### src/rtl/uart_click_tx.sv
// uart_click_tx: debounces a push-button and sends one fixed 8N1 UART byte per
// click. Clicks that arrive while a frame is on the line wait in a saturating
// counter.
//
// Ports:
//   clk        system clock
//   rst        asynchronous active-low reset
//   btn_in     raw button, asynchronous to clk, active-high
//   send_req   1-cycle synchronous click request, bypasses sync and debounce
//   tx_out     UART serial line, idles high (registered)
//   busy       high while a frame is in progress (registered)
//   frame_done 1-cycle pulse on the last stop-bit cycle (registered)
//   pending    number of queued, unsent clicks
`timescale 1ns/1ps

module uart_click_tx #(
  parameter int unsigned CLK_FREQ        = 65_000_000,
  parameter int unsigned BAUD            = 115_200,
  parameter logic [7:0]  CLICK_BYTE      = 8'h43,
  parameter int unsigned DEBOUNCE_CYCLES = 650_000,
  parameter int unsigned PEND_MAX        = 3
) (
  input  logic                              clk,
  input  logic                              rst,
  input  logic                              btn_in,
  input  logic                              send_req,
  output logic                              tx_out,
  output logic                              busy,
  output logic                              frame_done,
  output logic [$clog2(PEND_MAX+1)-1:0]     pending
);

  localparam int unsigned BIT_CYCLES = CLK_FREQ / BAUD;
  localparam int unsigned BAUD_W     = $clog2(BIT_CYCLES + 1);
  localparam int unsigned DEB_W      = $clog2(DEBOUNCE_CYCLES + 1);
  localparam int unsigned PEND_W     = $clog2(PEND_MAX + 1);

  typedef enum logic [1:0] {IDLE, START, DATA, STOP} state_t;

  state_t              state, state_nxt;
  logic [BAUD_W-1:0]   baud_cnt, baud_cnt_nxt;
  logic [2:0]          bit_cnt, bit_cnt_nxt;
  logic [7:0]          shift_q, shift_nxt;
  logic                sync1, sync2;
  logic                deb_level;
  logic [DEB_W-1:0]    deb_cnt;
  logic                tx_c, done_c;
  logic                deb_flip_c, click_c, frame_start_c, bit_end_c;

  // Two-flop synchronizer for the asynchronous button
  always_ff @(posedge clk or negedge rst) begin
    if (!rst) begin
      sync1 <= 1'b0;
      sync2 <= 1'b0;
    end else begin
      sync1 <= btn_in;
      sync2 <= sync1;
    end
  end

  // Debounce: level flips only after DEBOUNCE_CYCLES consecutive differing samples
  assign deb_flip_c = (sync2 != deb_level) && (deb_cnt == DEB_W'(DEBOUNCE_CYCLES - 1));

  always_ff @(posedge clk or negedge rst) begin
    if (!rst) begin
      deb_level <= 1'b0;
      deb_cnt   <= '0;
    end else if (sync2 == deb_level) begin
      deb_cnt   <= '0;
    end else if (deb_flip_c) begin
      deb_level <= ~deb_level;
      deb_cnt   <= '0;
    end else begin
      deb_cnt   <= deb_cnt + DEB_W'(1);
    end
  end

  // A press (debounced rise) and a soft request in the same cycle are one click
  assign click_c       = (deb_flip_c && !deb_level) || send_req;
  assign frame_start_c = (state == IDLE) && (pending != '0);

  // Click queue: saturating, net zero when a click coincides with a frame start
  always_ff @(posedge clk or negedge rst) begin
    if (!rst) begin
      pending <= '0;
    end else if (click_c && !frame_start_c) begin
      if (pending != PEND_W'(PEND_MAX)) pending <= pending + PEND_W'(1);
    end else if (frame_start_c && !click_c) begin
      pending <= pending - PEND_W'(1);
    end
  end

  // FSM and datapath registers
  always_ff @(posedge clk or negedge rst) begin
    if (!rst) begin
      state    <= IDLE;
      baud_cnt <= '0;
      bit_cnt  <= '0;
      shift_q  <= '0;
    end else begin
      state    <= state_nxt;
      baud_cnt <= baud_cnt_nxt;
      bit_cnt  <= bit_cnt_nxt;
      shift_q  <= shift_nxt;
    end
  end

  assign bit_end_c = (baud_cnt == BAUD_W'(BIT_CYCLES - 1));

  // Next-state, baud/bit counters and line value for the current state
  always_comb begin
    state_nxt    = state;
    baud_cnt_nxt = baud_cnt;
    bit_cnt_nxt  = bit_cnt;
    shift_nxt    = shift_q;
    tx_c         = 1'b1;
    done_c       = 1'b0;
    case (state)
      IDLE: begin
        baud_cnt_nxt = '0;
        if (frame_start_c) begin
          state_nxt   = START;
          shift_nxt   = CLICK_BYTE;
          bit_cnt_nxt = '0;
        end
      end
      START: begin
        tx_c = 1'b0;
        if (bit_end_c) begin
          baud_cnt_nxt = '0;
          state_nxt    = DATA;
        end else begin
          baud_cnt_nxt = baud_cnt + BAUD_W'(1);
        end
      end
      DATA: begin
        tx_c = shift_q[0];
        if (bit_end_c) begin
          baud_cnt_nxt = '0;
          shift_nxt    = {1'b0, shift_q[7:1]};
          if (bit_cnt == 3'd7) begin
            state_nxt = STOP;
          end else begin
            bit_cnt_nxt = bit_cnt + 3'd1;
          end
        end else begin
          baud_cnt_nxt = baud_cnt + BAUD_W'(1);
        end
      end
      STOP: begin
        if (bit_end_c) begin
          done_c       = 1'b1;
          baud_cnt_nxt = '0;
          state_nxt    = IDLE;
        end else begin
          baud_cnt_nxt = baud_cnt + BAUD_W'(1);
        end
      end
      default: state_nxt = IDLE;
    endcase
  end

  // Output registers: line and status follow the state one cycle later
  always_ff @(posedge clk or negedge rst) begin
    if (!rst) begin
      tx_out     <= 1'b1;
      busy       <= 1'b0;
      frame_done <= 1'b0;
    end else begin
      tx_out     <= tx_c;
      busy       <= (state != IDLE);
      frame_done <= done_c;
    end
  end

endmodule

### config.mk
export PLATFORM = sky130hd
export DESIGN_NAME = uart_click_tx
export DESIGN_NICKNAME = d
export VERILOG_FILES = /design/src/rtl/uart_click_tx.sv
export SDC_FILE = /design/constraint.sdc
export NUM_CORES = 1
export LEC_CHECK = 0
export ABC_AREA = 1
export BUFFER_PORTS_ARGS = -buffer_cell sky130_fd_sc_hd__buf_2
export CAP_MARGIN = 20
export CORE_MARGIN = 3
export CORE_UTILIZATION = 60
export CTS_BUF_LIST = sky130_fd_sc_hd__clkbuf_16
export DETAILED_ROUTE_END_ITERATION = 12
export PLACE_DENSITY = 0.79
export SLEW_MARGIN = 20
export SYNTH_ARGS = -nofsm -noshare
export SYNTH_HDL_FRONTEND = slang
export SYNTH_SLANG_ARGS = --single-unit
### constraint.sdc
create_clock -name clk -period 2.8 [get_ports clk]
set_input_delay 0.7 -clock clk [delete_from_list [all_inputs] [get_ports clk]]
set_output_delay 0.7 -clock clk [all_outputs]
set_load 0.03 [all_outputs]
### Word level (Yosys, flattened, before mapping)

Cells that the tools add are included.

| word-level totals | value |
|---|---|
| register bits | 51 |
| input port bits | 4 |
| output and inout port bits | 5 |
| word-level logic and storage cells | 78 |

| cells by class | value |
|---|---|
| $add $sub $neg | 5 |
| eq/ne operators | 16 |
| muxes and demuxes | 23 |
| bitwise operators | 2 |
| reduce and logical (&&, ||, !) cells | 20 |

Operators with widths:

| cell | count |
|---|---|
| $mux W20 | 2 |
| $add A20 B1 Y20 const B | 1 |
| $eq A20 B20 Y1 const B | 1 |
| $pmux W10 S2 | 1 |
| $mux W2 | 8 |
| $mux W8 | 2 |
| $pmux W8 S2 | 1 |
| $ne A2 B2 Y1 const B | 7 |
| $add A10 B1 Y10 const B | 1 |
| $eq A10 B10 Y1 const B | 1 |
| $mux W10 | 1 |
| $mux W3 | 3 |
| $pmux W2 S4 | 1 |
| $reduce_bool A2 Y1 | 4 |
| $pmux W3 S2 | 1 |
| $logic_and A1 B1 Y1 | 5 |
| $reduce_and A5 Y1 | 1 |
| $eq A2 B2 Y1 const B | 2 |
| $reduce_and A2 Y1 | 2 |
| $reduce_and A4 Y1 | 1 |
| $add A3 B1 Y3 const B | 1 |
| $eq A3 B3 Y1 const B | 1 |
| $logic_not A1 Y1 | 3 |
| $reduce_and A3 Y1 | 1 |
| other kinds (12) | 14 |

### Longest topological paths before layout

Gate-level depths: netlist of run 1.

| logic depth | value |
|---|---|
| word-level depth | 8 |
| mapped depth | 10 |
| mapped depth without buffers | 9 |

### Least setup slack after synthesis of run 1

No wires, ideal clock.

| timing | value |
|---|---|
| kind | flip-flop to flip-flop |
| start | reg state[0] |
| end | reg state[1] |
| setup time | 0.117 ns |
| arrival time | 1.411 ns |
| required time | 2.683 ns |
| slack | 1.272 ns |
| stages on the path, launching flop included | 9 |
| buffers on the path | 1 |
| clock period less this slack | 1.528 ns |
| cells stage by stage | dfrtp_1 > inv_1 > ha_1 > clkbuf_2 > or2_2 > o21ai_2 > nand3_1 > nand2_1 > nand2_1 |

| on the way | value |
|---|---|
| word-level cells in the longest chain between the ends | 4 |
| elaborated cells on any way between the ends | 12 |

Ends and longest elaborated chain:

| element | line | text |
|---|---|---|
| start: declaration | 40 | `state_t state, state_nxt;` |
| start signal: assignment | 101 | `state <= state_nxt;` |
| $logic_not A2 Y1 | 80, 118 |  |
| $logic_and A1 B1 Y1 | 80 | `assign frame_start_c = (state == IDLE) && (pending != '0);` |
| $ne A2 B2 Y1 (no line) | -- |  |
| $reduce_and A5 Y1 (no line) | -- |  |

Parallel ways exist; a longest one is shown, timed or not.
A chain may end at the register's enable or synchronous reset.

### Worst setup path in the final report of run 1

| timing | value |
|---|---|
| start | reg state[0] |
| end | reg shift_q[6] |

| on the way | value |
|---|---|
| word-level cells in the longest chain between the ends | 4 |
| elaborated cells on any way between the ends | 8 |

Ends and longest elaborated chain:

| element | line | text |
|---|---|---|
| $logic_not A2 Y1 | 80, 118 |  |
| $logic_and A1 B1 Y1 | 80 |  |
| $ne A2 B2 Y1 (no line) | -- |  |
| $reduce_and A3 Y1 (no line) | -- |  |
| end signal: assignment | 104 | `shift_q <= shift_nxt;` |
| end: declaration | 43 | `logic [7:0] shift_q, shift_nxt;` |

Parallel ways exist; a longest one is shown, timed or not.

==> results of run 1 <==
kinds of logic after synthesis:
kind of cell               count (synthesis)
and+or+nand+nor                          193
DFF                                       50
xor gates and xnor gates                  12
AOI/OAI and AO/OA                         14
buffers and inverters                     47
adders and majority gates                  9
critical path, stage by stage, from the launching register on:
cell,delay [ns]
dfrtp_1,0.41
inv_1,0.13
ha_1,0.32
inv_1,0.15
nand2_1,0.10
nand2_1,0.10
inv_1,0.11
nand2_1,0.16
nand2_1,0.11
nand2_1,0.06
synth_stat cells (2+ instances only):
cell type   n  share of area (%)
nand2_1    93                 13
o21ai_0     6                1.2
inv_1      44                6.4
ha_1        9                4.3
nor2_2      3               0.72
nor2_4      3                1.3
a21oi_1     2               0.39
dfrtp_1    49                 47
xor2_1     10                3.4
nand4_1     6                1.4
xnor2_1     2               0.67
nor2_1     52                7.5
nand3_2     5                1.9
or2_2       3               0.72
nor3_1      5               0.96
nand3_1    19                3.7
o21ai_1     2               0.39
path summary, 6_finish.rpt:
check | from | to | slack [ns] | depth (start not counted)
setup / recovery | state[0] | shift_q[6] | 1.01 | 9
hold / removal | sync1 | sync2 | 0.36 | 0
min in group asynchronous | rst | deb_cnt[8] | 0.39 | 1
hold reg to reg | sync1 | sync2 | 0.36 | 0
setup reg to reg | state[0] | shift_q[6] | 1.01 | 9
max in group asynchronous | rst | tx_out | 1.81 | 2
flip-flops by register name, summed over array words and instances, names as in the netlist:
register	cells
baud_cnt	10
bit_cnt	3
busy	1
deb_cnt	20
deb_level	1
frame_done	1
pending	2
shift_q	7
state	2
sync1	1
sync2	1
tx_out	1
where the power goes:
part	internal (mW)	switching (mW)	leakage (nW)
Sequential	0.729	0.00500	0.644
Combinational	0.0145	0.0382	0.729
Clock	0.331	0.264	0.0679
Total	1.07	0.307	1.44
metrics by stage:
step | area, um^2 | setup WS (ns)
2_1_floorplan | 2600 | 1.272
5_1_grt | 2851 | 0.7729
6_report | 2851 | 1.010
3_5_place_dp | 2706 | 1.060
3_3_place_gp | 2706 | 1.112
4_1_cts | 2851 | 0.9977
area by class of cell:
cell class / instances / area [um^2] / area share [%]
sequential: 50 / 1252 / 43.92
multi-input combinational: 228 / 1162 / 40.76
inverter: 45 / 168.9 / 5.924
clock buffer: 5 / 125.1 / 4.388
tap: 50 / 62.56 / 2.194
timing repair buffer: 9 / 60.06 / 2.106
clock inverter: 3 / 20.02 / 0.7021
cell usage in the layout (no fill, tap or decap), drive strengths merged, types with 2 or more instances in the layout:
master and n:
or2 3, clkbuf 5, inv 46, ha 9, a21oi 2, buf 9, nor2 58, nand2 94
o21ai 9, dfrtp 49, nand3 24, xor2 10, nand4 7, xnor2 2, nor3 5
per-layer routing:
metal	global-route usage, %	share of wire, %	vias to the layer above
met2	33.37	46	27
li1	-	-	1034
met5	0	0	-
met4	8.768	2.0	0
met3	3.506	2.7	10
met1	27.83	50	906
==> impl_metrics.tcl, run 1 <==
set metrics [dict create \
    status "completed" \
    leakagePower_nw 1.441 \
    hold_class "flip-flop to flip-flop" \
    nNetsFinal 352 \
    cts_tree "yes" \
    first_pass_iters 4 \
    fin_setup_tns_ns 0 \
    final_cells 390 \
    cts_hold_repair.buffers 0 \
    synth_compound_area_share_pct 3.080 \
    synthDistinctLibCells 29 \
    ys.flop_type "dfrtp_1" \
    root_buffer "clkbuf_16" \
    yosysSeqAreaShare_pct 48.17 \
    areaGrowthSynthToFinish_pct 9.673 \
    drv_slew 0 \
    period_share_pct 63.92 \
    syn-num-nets 338 \
    drc 0 \
    end_kind "flip-flop" \
    final_core_util_pct 69.78 \
    globalRoute.totalOverflow 0 \
    rsz0062_at_grt "false" \
    synth_area_um2 2600 \
    io_buffer_count 8 \
    drv_cap 0 \
    setup_viol 0 \
    synth_top_family_by_area "simple AND/OR/NAND/NOR gates" \
    cts_sinks 50 \
    diodes 0 \
    grtUsageTotal_pct 20.74 \
    ir_worst_vdd_mv 0.3241 \
    place_congestion 0.7834 \
    grt_max_degree 28 \
    power_mw 1.382 \
    path_clk_slew_ns 0.07 \
    start_kind "flip-flop" \
    drtAntennaViolNets 0 \
    die_area_um2 5159 \
    cts_buffer_depth 2 \
    finalCriticalPeriod_ns 1.790 \
    drt-wirelength-per-cell_um 11.81 \
    antenna_found_initial 0 \
    num_rows 23 \
    cp.arrival_ns 1.97 \
    cp_max_fo 8 \
    syn_inst 325 \
    initial_core_util_pct 63.63 \
    max_freq_mhz 558.8 \
    die_x_um 71.83 \
    yosys.area_share.simple_pct 33.25 \
    tightest_slew_ns 0.5856 \
    synthAdderAreaFrac_pct 4.331 \
    p_per_area_nw_per_um2 484.5 \
    slew_headroom_pct 60.92 \
    finalWirelength_um 4604 \
    die_y_um 71.83 \
    grt_pass1_vias 1921 \
    io_pins 9 \
    synth-seq-cells 50 \
    yosysWarnings 0 \
    fin_hold_ws_ns 0.3559 \
    worst_skew_pair.late_latency_ns 0.29 \
    htreeDepth 2 \
    hold_violations 0 \
    cts_buffers 5 \
    layout-drive-gt1-share_pct 10.29 \
    crit_required_ns 2.98 \
    finClkSkew_ns 0.005585 \
    core_area_um2 4086 \
    post_cts_buffers 0 \
    viasPerCell 5.069 \
    dpl.hpwl_um 3362 \
    critical_path_class "flip-flop to flip-flop" \
    cts-resized-gates 0 \
    synth_xor_area_share_pct 4.042 \
    fill_cells 328 \
    synth.area.mux_share_pct 0 \
    synth_area_per_cell_um2 8.000 \
    dp_cells 382 \
    drtIter0Drc 99 \
    grt_pass1_wl_um 8273 \
    synth_edf_count 0 \
    num_vias 1977 \
    async_reset_ff_share_pct 100.0 \
]
No activity file was read; power rests on OpenSTA's default activity.
==> run 2, diff against run 1 <==
clock period = 1.8 ns   (was 2.8 ns; I/O delays follow)
==> impl_metrics.tcl, run 2 (synthesis gave the netlist of run 1 again) <==
set metrics [dict create \
    end_kind "flip-flop" \
    post_cts_buffers 0 \
    cts_buffer_depth 2 \
    place_congestion 0.8407 \
    reg_top3 "deb_cnt x20, baud_cnt x10, shift_q x7" \
    grt_max_degree 24 \
    final_cells 392 \
    p_int_mw 1.667 \
    period_share_pct 90.44 \
    rr_worst_depth 8 \
    num_rows 23 \
    nNetsFinal 354 \
    cp_max_fo 7 \
    dpl.hpwl_um 3487 \
    ir_worst_vdd_mv 0.6831 \
    dp_cells 384 \
    root_buffer "clkbuf_16" \
    tightest_slew_ns 0.5056 \
    seqPwrFrac_pct 53.4 \
    drc 0 \
    sw_frac_of_total_pct 22.15 \
    cts_buffers 5 \
    clkPwrFrac_pct 42.6 \
    finalCriticalPeriod_ns 1.628 \
    globalRoute.totalOverflow 0 \
    drtAntennaViolNets 0 \
    grt_pass1_wl_um 8735 \
    htreeDepth 2 \
    cts_tree "yes" \
    mostFrequentLayoutCell "nand2_1" \
    hold_class "input port to asynchronous set/reset pin" \
    reg2reg_slack_ns 0.17 \
    switching_power_mw 0.4743 \
    leakagePower_nw 1.449 \
    hold_violations 0 \
    areaGrowthSynthToFinish_pct 10.78 \
    slowest_delay_ns 0.41 \
    fin_setup_tns_ns 0 \
    rsz0062_at_grt "false" \
    grtUsageTotal_pct 21.57 \
    layout-drive-gt1-share_pct 11.11 \
    cts_sinks 50 \
    most-common-layout-cells "nand2_1 (93), nor2_1 (52), dfrtp_1 (49)" \
    num_vias 2025 \
    largest_register_ffs 20 \
    crit_slowest_cell "dfrtp_1" \
    crit_required_ns 2.01 \
    reg2reg_from "state[0]" \
    viasPerCell 5.166 \
    regMostFlops "deb_cnt" \
    worst_skew_pair.late_latency_ns 0.29 \
    layout_setup_ws_ns 0.1720 \
    cts-resized-gates 0 \
    drv_slew 0 \
    crit_chain "inv_1, ha_1, nand3_1, nand2_1, inv_1, nand2_1, nand2_1, o21ai_1" \
    finClkSkew_ns 0.006809 \
    finalWirelength_um 4854 \
    critical_path_class "flip-flop to flip-flop" \
    setup_viol 0 \
    p_per_area_nw_per_um2 743.5 \
    slew_headroom_pct 66.29 \
    pwr-share-comb_pct 4.1 \
    max_freq_mhz 614.2 \
    path_delay_family "simple AND/OR/NAND/NOR gates" \
    io_pins 9 \
    grt_pass1_vias 1995 \
    cts_hold_repair.buffers 0 \
    drt-wirelength-per-cell_um 12.38 \
    dp_slack_ns 0.1015 \
    start_kind "flip-flop" \
    critPathLaunch "state[0]" \
    status "completed" \
    r2r-end "shift_q[1]" \
    path_clk_slew_ns 0.07 \
    cp.arrival_ns 1.84 \
    critPathBufInv 2 \
    core_area_um2 4086 \
    drtIter0Drc 118 \
    first_pass_iters 4 \
    die_x_um 71.83 \
    drv_cap 0 \
    die_y_um 71.83 \
    die_area_um2 5159 \
    antenna_found_initial 0 \
    initial_core_util_pct 63.63 \
    diodes 0 \
    crit_top_cell "nand2_1" \
    io_buffer_count 8 \
]
[run 2: worst max path at each step]
stage	endpoint	slack, ns	cells past startpoint
5_1_grt	shift_q[6]	0.03	9
3_3_place_gp	shift_q[1]	0.17	9
6_report	shift_q[1]	0.17	8
2_1_floorplan	state[1]	0.27	8
3_5_place_dp	shift_q[3]	0.10	9
4_1_cts	shift_q[1]	0.09	9
[run 2: power by group through the flow]
stage / clock, mW / sequential, mW / combinational [mW]
after global routing: 0.972 / 1.14 / 0.0977
after global placement: 0 / 1.16 / 0.0843
after detailed placement: 0 / 1.16 / 0.0857
after floorplan: 0 / 1.17 / 0.0358
after CTS: 0.921 / 1.14 / 0.0880
final: 0.912 / 1.14 / 0.0871
[run 2: routing by layer]
metal  GRT usage (%)  up-vias  part of all wire [%]
met5               0        -                     0
met4           6.472        0                   1.1
met2           35.92       22                    48
met3           4.488        6                   2.7
met1           28.48      958                    48
li1                -     1039                     -
[run 2: worst reg2reg max path, cell delays in order, from the launching register on]
cell	delay (ns)
dfrtp_1	0.41
inv_1	0.16
ha_1	0.23
nand3_1	0.17
nand2_1	0.17
inv_1	0.08
nand2_1	0.19
nand2_1	0.07
o21ai_1	0.07
[run 2: metrics by stage]
stage	hold WS, ns	utilization, %	area [um^2]	total power, mW
3_5_place_dp	0.3418	66.60	2721	1.249
3_3_place_gp	0.3344	66.60	2721	1.247
2_1_floorplan	0.1544	-	2600	1.204
5_1_grt	0.1530	70.48	2880	2.212
6_report	0.1266	70.48	2880	2.142
4_1_cts	0.1380	70.06	2863	2.151
[run 2: cell type report]
type | instances | area (um^2)
clock inverters | 3 | 16.27
inverters | 45 | 168.9
fillers | 325 | 1206
multi-input cells | 228 | 1180
repair buffers | 11 | 75.07
well taps | 50 | 62.56
flip-flops and latches | 50 | 1252
clock buffers | 5 | 125.1
==> run 3, diff against run 2 <==
RECOVER_POWER = 25   (was unset)
==> impl_metrics.tcl, run 3 (synthesis gave the netlist of run 1 again) <==
set metrics [dict create \
    status "completed" \
    tightest_slew_ns 1.127 \
    worst_skew_pair.late_latency_ns 0.29 \
    core_area_um2 4086 \
    initial_core_util_pct 63.63 \
    hold_violations 0 \
    fin_setup_tns_ns 0 \
    diodes 0 \
    cts_tree "yes" \
    drtAntennaViolNets 0 \
    place_congestion 0.8407 \
    cp.arrival_ns 1.84 \
    reg2reg_from "state[0]" \
    io_buffer_count 8 \
    grtUsageTotal_pct 21.57 \
    first_pass_iters 4 \
    cts_buffers 5 \
    p_per_area_nw_per_um2 746.1 \
    setup_viol 0 \
    globalRoute.totalOverflow 0 \
    num_vias 2034 \
    hold_class "input port to flip-flop" \
    antenna_found_initial 0 \
    die_y_um 71.83 \
    nNetsFinal 354 \
    drv_slew 0 \
    most-common-layout-cells "nand2_1 (93), nor2_1 (52), dfrtp_1 (49)" \
    finClkSkew_ns 0.006653 \
    io_pins 9 \
    slew_headroom_pct 24.88 \
    num_rows 23 \
    drv_cap 0 \
    crit_chain "inv_1, ha_1, nand3_1, nand2_1, inv_1, nand2_1, nand2_1, o21ai_1" \
    end_kind "flip-flop" \
    die_area_um2 5159 \
    grt_pass1_vias 1995 \
    path_delay_family "simple AND/OR/NAND/NOR gates" \
    period_share_pct 90.28 \
    mostFrequentLayoutCell "nand2_1" \
    critPathBufInv 2 \
    critical_path_class "flip-flop to flip-flop" \
    finalWirelength_um 4848 \
    htreeDepth 2 \
    hold_start "btn_in" \
    crit_top_cell "nand2_1" \
    cp_max_fo 7 \
    dpl.hpwl_um 3487 \
    slowest_delay_ns 0.41 \
    reg_top3 "deb_cnt x20, baud_cnt x10, shift_q x7" \
    regMostFlops "deb_cnt" \
    drtIter0Drc 99 \
    cts_sinks 50 \
    grt_max_degree 24 \
    dp_cells 384 \
    path_clk_slew_ns 0.06 \
    post_cts_buffers 0 \
    cts_buffer_depth 2 \
    finalCriticalPeriod_ns 1.625 \
    critPathLaunch "state[0]" \
    final_core_util_pct 70.09 \
    ir_worst_vdd_mv 0.6841 \
    layout-drive-gt1-share_pct 10.82 \
    start_kind "flip-flop" \
    root_buffer "clkbuf_16" \
    largest_register_ffs 20 \
    areaGrowthSynthToFinish_pct 10.15 \
    power_mw 2.137 \
    placed_area_um2 2721 \
    die_x_um 71.83 \
    viasPerCell 5.189 \
    crit_required_ns 2.01 \
    rsz0062_at_grt "false" \
    drt-wirelength-per-cell_um 12.37 \
    max_freq_mhz 615.4 \
    crit_slowest_cell "dfrtp_1" \
    drc 0 \
    final_cells 392 \
    grt_pass1_wl_um 8735 \
    postLayoutCellArea_um2 2864 \
    leakagePower_nw 1.441 \
]
-- run 3: changes by cell type in the layout (fill, tap and decap cells not counted), sizes merged --
cell	previous run	this run
clkbuf	5	7
buf	11	9
-- run 3: what timing repair did --
action                                  in CTS  in global routing
resized for setup                            0                  3
hold buffers                                 0                  0
endpoints found under the setup margin       0                 13
-- run 3: worst paths after layout --
path / to / slack (ns) / cells past startpoint
min in group asynchronous: pending[0] / 0.36 / 1
max in group asynchronous: deb_cnt[16] / 0.29 / 2
worst min-delay path: sync1 / 0.27 / 1
worst max register to register: shift_q[1] / 0.18 / 8
worst max-delay path: shift_q[1] / 0.18 / 8
worst min register to register: sync2 / 0.35 / 0
-- run 3: layout make-up --
cell class                 instances  area, um^2
tap                               50       62.56
timing repair buffer              11       58.81
sequential                        50        1252
clock inverter                     3       16.27
inverter                          45       168.9
multi-input combinational        228        1180
fill                             326        1222
clock buffer                       5       125.1
-- run 3: per-layer routing --
metal	share of wire (%)	up-vias	global-route usage, %
met5	0	-	0
met4	1.1	0	6.472
met3	2.8	6	4.488
met2	48	27	35.92
met1	48	960	28.48
li1	-	1041	-
-- run 3: power by group --
group	internal, mW	switching, mW
Combinational	0.0211	0.0612
Sequential	1.13	0.00849
Clock	0.508	0.404
Total	1.66	0.473
-- run 3: per-stage QoR --
step,hold slack (ns),worst slack [ns]
after detailed placement,0.3418,0.1015
final,0.2694,0.1750
after floorplan,0.1544,0.2718
after global routing,0.2648,0.02734
after CTS,0.1380,0.09423
after global placement,0.3344,0.1687
